===== src/rtl/ofm_read_controller.sv =====
`default_nettype none
// ============================================================================
//  Module      : ofm_read_controller
//  Description : Drains a finished layer's OFM out of the OFM DPRAM read port
//                (port A) and streams it to the host as INOUT_WIDTH beats over
//                a valid/ready handshake with per-beat element count and a
//                last flag.
//  Ports       : clk, rst_n          - clock, synchronous active-low reset
//                start               - one-cycle pulse that begins a drain
//                ofm_size, num_filter- OFM geometry, sampled at start
//                re_a, addr_a, dout_a- OFM RAM port A (1-cycle read latency)
//                out_valid/out_ready - beat handshake
//                out_data/out_count/out_last - beat payload, element count,
//                                      final-beat flag
//                busy, done          - drain in progress / completion pulse
//  Revision    : 1.0 - initial release
// ============================================================================
module ofm_read_controller #(
  parameter int DATA_WIDTH   = 16,
  parameter int INOUT_WIDTH  = 256,
  parameter int OFM_RAM_SIZE = 62500,
  localparam int ELEMS = INOUT_WIDTH / DATA_WIDTH,
  localparam int AW    = $clog2(OFM_RAM_SIZE)
) (
  input  logic                   clk,
  input  logic                   rst_n,
  input  logic                   start,
  input  logic [8:0]             ofm_size,
  input  logic [10:0]            num_filter,
  output logic                   re_a,
  output logic [AW-1:0]          addr_a,
  input  logic [INOUT_WIDTH-1:0] dout_a,
  output logic                   out_valid,
  input  logic                   out_ready,
  output logic [INOUT_WIDTH-1:0] out_data,
  output logic [4:0]             out_count,
  output logic                   out_last,
  output logic                   busy,
  output logic                   done
);

  localparam int EL_SH = $clog2(ELEMS);

  typedef enum logic [1:0] {
    IDLE  = 2'd0,
    READ  = 2'd1,
    DRAIN = 2'd2,
    DONE  = 2'd3
  } state_t;

  state_t state, state_nx;

  // Sizing, evaluated from the live inputs; only used on the start cycle.
  logic [AW:0]   total;
  logic [AW+1:0] total_rnd;
  logic [AW:0]   beats;
  logic [4:0]    last_cnt;

  assign total     = (AW+1)'(ofm_size) * (AW+1)'(ofm_size) * (AW+1)'(num_filter);
  assign total_rnd = {1'b0, total} + (AW+2)'(ELEMS - 1);
  assign beats     = (AW+1)'(total_rnd >> EL_SH);
  assign last_cnt  = (total[EL_SH-1:0] == '0) ? 5'(ELEMS) : 5'(total[EL_SH-1:0]);

  // Latched drain configuration and read pointer.
  logic [AW:0]   reads_left;
  logic [4:0]    last_cnt_r;
  logic [AW-1:0] addr_r;

  // In-flight read: dout_a is valid the cycle after issue; its tag travels along.
  logic       inflight;
  logic [4:0] inf_cnt;
  logic       inf_last;

  // 2-entry beat FIFO.
  logic [INOUT_WIDTH-1:0] fifo_data [2];
  logic [4:0]             fifo_cnt  [2];
  logic                   fifo_last [2];
  logic                   rd_ptr, wr_ptr;
  logic [1:0]             occ;

  logic                   fifo_empty;
  logic                   pop, push, fifo_pop, issue, final_rd;
  logic [INOUT_WIDTH-1:0] head_data;
  logic [4:0]             head_cnt;
  logic                   head_last;

  // When the FIFO is empty the returning RAM word is presented directly, so a
  // beat is visible the cycle its data arrives from the RAM.
  assign fifo_empty = (occ == 2'd0);
  assign head_data  = fifo_empty ? dout_a   : fifo_data[rd_ptr];
  assign head_cnt   = fifo_empty ? inf_cnt  : fifo_cnt[rd_ptr];
  assign head_last  = fifo_empty ? inf_last : fifo_last[rd_ptr];

  assign out_valid = !fifo_empty || inflight;
  assign out_data  = out_valid ? head_data : '0;
  assign out_count = out_valid ? head_cnt  : '0;
  assign out_last  = out_valid ? head_last : 1'b0;

  assign pop      = out_valid && out_ready;
  assign fifo_pop = pop && !fifo_empty;
  // Returning word is stored unless it was consumed directly in bypass.
  assign push     = inflight && !(fifo_empty && pop);

  // Buffered + in-flight never exceeds 2; a slot freed by this cycle's pop may
  // be refilled at once, which sustains one beat per cycle.
  assign final_rd = (reads_left == (AW+1)'(1));
  assign issue    = (state == READ) &&
                    ((({1'b0, occ} + {2'b00, inflight}) < 3'd2) || pop);

  assign re_a   = issue;
  assign addr_a = addr_r;
  assign busy   = (state == READ) || (state == DRAIN);
  assign done   = (state == DONE);

  always_comb begin
    state_nx = state;
    case (state)
      IDLE:    if (start) state_nx = (total == '0) ? DONE : READ;
      READ:    if (issue && final_rd) state_nx = DRAIN;
      DRAIN:   if (pop && head_last) state_nx = DONE;
      DONE:    state_nx = IDLE;
      default: state_nx = IDLE;
    endcase
  end

  always_ff @(posedge clk) begin
    if (!rst_n) begin
      state      <= IDLE;
      reads_left <= '0;
      last_cnt_r <= '0;
      addr_r     <= '0;
      inflight   <= 1'b0;
      inf_cnt    <= '0;
      inf_last   <= 1'b0;
      fifo_cnt[0]  <= '0;
      fifo_cnt[1]  <= '0;
      fifo_last[0] <= 1'b0;
      fifo_last[1] <= 1'b0;
      rd_ptr     <= 1'b0;
      wr_ptr     <= 1'b0;
      occ        <= '0;
    end else begin
      state <= state_nx;

      if (state == IDLE && start) begin
        addr_r     <= '0;
        reads_left <= beats;
        last_cnt_r <= last_cnt;
      end

      if (issue) begin
        addr_r     <= addr_r + AW'(ELEMS);
        reads_left <= reads_left - (AW+1)'(1);
      end

      inflight <= issue;
      inf_cnt  <= final_rd ? last_cnt_r : 5'(ELEMS);
      inf_last <= final_rd;

      if (push) begin
        fifo_cnt[wr_ptr]  <= inf_cnt;
        fifo_last[wr_ptr] <= inf_last;
        wr_ptr            <= ~wr_ptr;
      end
      if (fifo_pop) rd_ptr <= ~rd_ptr;
      occ <= occ + {1'b0, push} - {1'b0, fifo_pop};
    end
  end

  // Payload storage needs no reset: it is never visible while the FIFO is empty.
  always_ff @(posedge clk) begin
    if (push) fifo_data[wr_ptr] <= dout_a;
  end

endmodule
`default_nettype wire


===== config.mk =====
export PLATFORM = sky130hd
export DESIGN_NAME = ofm_read_controller
export DESIGN_NICKNAME = d
export VERILOG_FILES = /design/src/rtl/ofm_read_controller.sv
export SDC_FILE = /design/constraint.sdc
export NUM_CORES = 1
export LEC_CHECK = 0
export CAP_MARGIN = 25
export CORE_ASPECT_RATIO = 0.9
export CORE_UTILIZATION = 40
export DETAILED_ROUTE_END_ITERATION = 8
export PLACE_DENSITY = 0.62
export SLEW_MARGIN = 10
export SYNTH_ARGS = -nofsm -noshare
export SYNTH_HDL_FRONTEND = slang
export SYNTH_SLANG_ARGS = --single-unit

===== constraint.sdc =====
create_clock -name clk -period 15.4 [get_ports clk]
set_input_delay 3.08 -clock clk [delete_from_list [all_inputs] [get_ports clk]]
set_output_delay 3.08 -clock clk [all_outputs]
set_load 0.03 [all_outputs]

==> summary.txt <==
Synth
  – Gate count after technology mapping: approximately 2400
  – Number of library cell types mapped by synthesis: a little under 70
  – Synthesized area per cell: 12.2 um^2
  – Mapped Area: 0.0298 mm^2
  – Most used DFF post-synth: edfxtp_1
  – Area leader, netlist: edfxtp_1
  – Top post-synthesis cells by area: edfxtp_1 53%, mux2i_1 9.0%, fa_1 7.4%
  – Yosys top cell area share: 52.6%
  – Sequential area share after synthesis: between 50 and 60%
  – Ys async rst share: 0%
  – Syn. warnings: 0
  – #FFs+latches synth: 572
  – Number of synthesized flops with an enable pin: between 500 and 600

Critical path
  – Number of buffers and inverters on the critical path: 7
  – CP Class: input pin to flop
  – Worst Setup Start Kind: input pin
  – CP Capture Type: flop
  – Crit path top cell by count: fa_1
  – CP max FO: 21
  – Worst path max stage delay: about 0.97 ns
  – Critical Path RT: approximately 16 ns
  – Slowest cell on crit path: clkdlybuf4s50_1
  – Family with the most delay on the worst path: adder cells
  – Slack of the worst reg-to-reg path: 11.20 ns
  – Worst Path Arrival: 13.15 ns

Global route
  – Initial antenna violation count: 10
  – Largest net degree at the start of global routing: 233
  – Tot GR Track Use: 20.6%
  – Vias in the first global route: 20700
  – First-pass GRT wire length: 121 mm
  – Grt total ovfl: 0

Final layout
  – Final nets: 3402
  – Most common cell after layout, fill and taps aside: clkdlybuf4s50_1
  – Layout area overhead: 28.6%
  – Most frequent cells in the layout: 557 x clkdlybuf4s50_1, 522 x edfxtp_1, 297 x o21ai_0
  – Share of cells above drive strength 1: roughly 4.7%

Detailed routing
  – Routed Antenna Nets: 0
  – Vias/cell: 5.26
  – Total Wirelength: 81.3 mm
  – Vias post-DR: 20800
  – DRC violations left: 0
  – TritonRoute pass-1 iters: 5
  – Iteration-0 DRC Markers: between 1000 and 1500
  – Post-DR wirelength/cell: 20.5 um

Clock tree
  – Post-CTS Resized: 0
  – Root buf cell: clkbuf_16
  – # clock sinks: 572
  – H-tree depth: 2
  – Clock tree buffer depth: 3
  – CTS buffer count: 61
  – Clock-pin transition on the worst setup and hold timing paths: 0.06 ns
  – Worst skew pair latency: ~0.64 ns
  – Hold Buf Count CTS: 0
  – Post-CTS Setup Bufs: 0
  – CTS tree: yes

STA
  – RSZ-0062 raised after global routing: false
  – WHS: 0.469 ns
  – Crit share post-route: 82.1%
  – # setup viols final: 0
  – Final hold viol count: 0
  – Slew headroom: about 24%
  – Fmax: 79.1 MHz
  – Fin Setup TNS: 0 ns
  – Clk_skew: between 0.04 and 0.05 ns
  – Minimum clock period: 12.64 ns
  – Pins Over Slew Limit: 0
  – Slew @ Worst Pin: roughly 1.1 ns

Hold path
  – Worst hold path class: flop to flop

Die
  – Die area: 0.0756 mm^2
  – Io pins: 562
  – Die Y: 261 um
  – Initial Util: 40.6%
  – Die width: just under 300 um
  – Core Box Area: 0.0734 mm^2
  – Core Rows: 94

Placement
  – Post-DP HPWL: 56.0 mm
  – GPL Wtd Cong: 0.844
  – Port-buffer cells: 557

Outcome
  – Status: complete, no violations

Flow run
  – Max-Cap Viols: 0
## cell usage after synthesis (all sizes together), types with 3 or more instances
master   number
dfxtp        50
a2111oi       3
and2         92
nand2        99
a31oi        11
nor3         15
a21o          8
a21oi        47
and3         13
nand3b        3
inv         164
nor2         64
nand3       294
clkbuf      126
edfxtp      522
o21ai       301
xnor3         3
nand4         6
nor4          7
a221oi        3
o2111ai       3
a211oi        6
nand2b       10
xor2         20
xnor2        33
or3           9
fa          110
o21a          3
nor2b        12
buf          28
ha           78
mux2i       267
## cell type report
type / count / area [um^2]
timing repair buffer: 580 / 5840
clock inverter: 34 / 384
sequential: 572 / 16700
clock buffer: 81 / 1630
fill: 6258 / 35100
antenna: 11 / 27.5
multi-input combinational: 1554 / 11900
inverter: 165 / 627
tap: 960 / 1200
## state kept, by name, indices dropped and copies added (netlist names), named ones only
name	count
addr_a	12
reads_left	17
occ	2
wr_ptr	1
inf_last	1
fifo_cnt	10
inflight	1
inf_cnt	5
fifo_data	512
last_cnt_r	5
fifo_last	2
state	2
rd_ptr	1
## through the flow
step / setup WS (ns) / util (%) / cell area (um^2) / instances
2_1_floorplan: 0.189 / - / 29800 / 2445
3_3_place_gp: 2.42 / 49.3 / 36200 / 3827
3_5_place_dp: 2.10 / 49.4 / 36200 / 3829
4_1_cts: 2.76 / 52.1 / 38200 / 3944
5_1_grt: 2.25 / 52.2 / 38300 / 3955
6_report: 2.76 / 52.2 / 38300 / 3957
## tightest hold or removal path: stages, from the launching register on
cell     delay, ns
dfxtp_1       0.31
nand2_1       0.05
a21oi_1       0.06
## kinds of logic after synthesis
logic type / after synthesis / synth area share [%]
compound gates: 402 / 7.51
xor+xnor: 56 / 1.90
fa+ha+maj: 188 / 10.7
buf+inv: 319 / 4.09
flops: 572 / 56.0
mux: 269 / 9.04
other cells: 1 / 0.0126
simple gates: 635 / 10.8
## worst paths after layout
path / cells past startpoint / end / start
max: 34 / reads_left[12]$_SDFFE_PN0P_ / ofm_size[0]
min: 2 / fifo_last[1]$_DFF_P_ / fifo_last[1]$_DFF_P_
max reg2reg: 9 / fifo_data[1][140]$_DFFE_PP_ / occ[1]$_SDFF_PN0_
min reg2reg: 2 / fifo_last[1]$_DFF_P_ / fifo_last[1]$_DFF_P_
## routing by layer
metal	wire, um	part of all wire [%]	vias to the layer above	global-route usage (%)
li1	-	-	9826	-
met1	33500	41	10300	26.2
met2	39700	49	587	34.4
met3	5060	6.2	152	4.27
met4	3040	3.7	0	8.28
met5	0	0	-	0
Power is left out: the tool's default activity adds up to more than one toggle a clock period on the data nets, which glitch-free logic cannot reach.
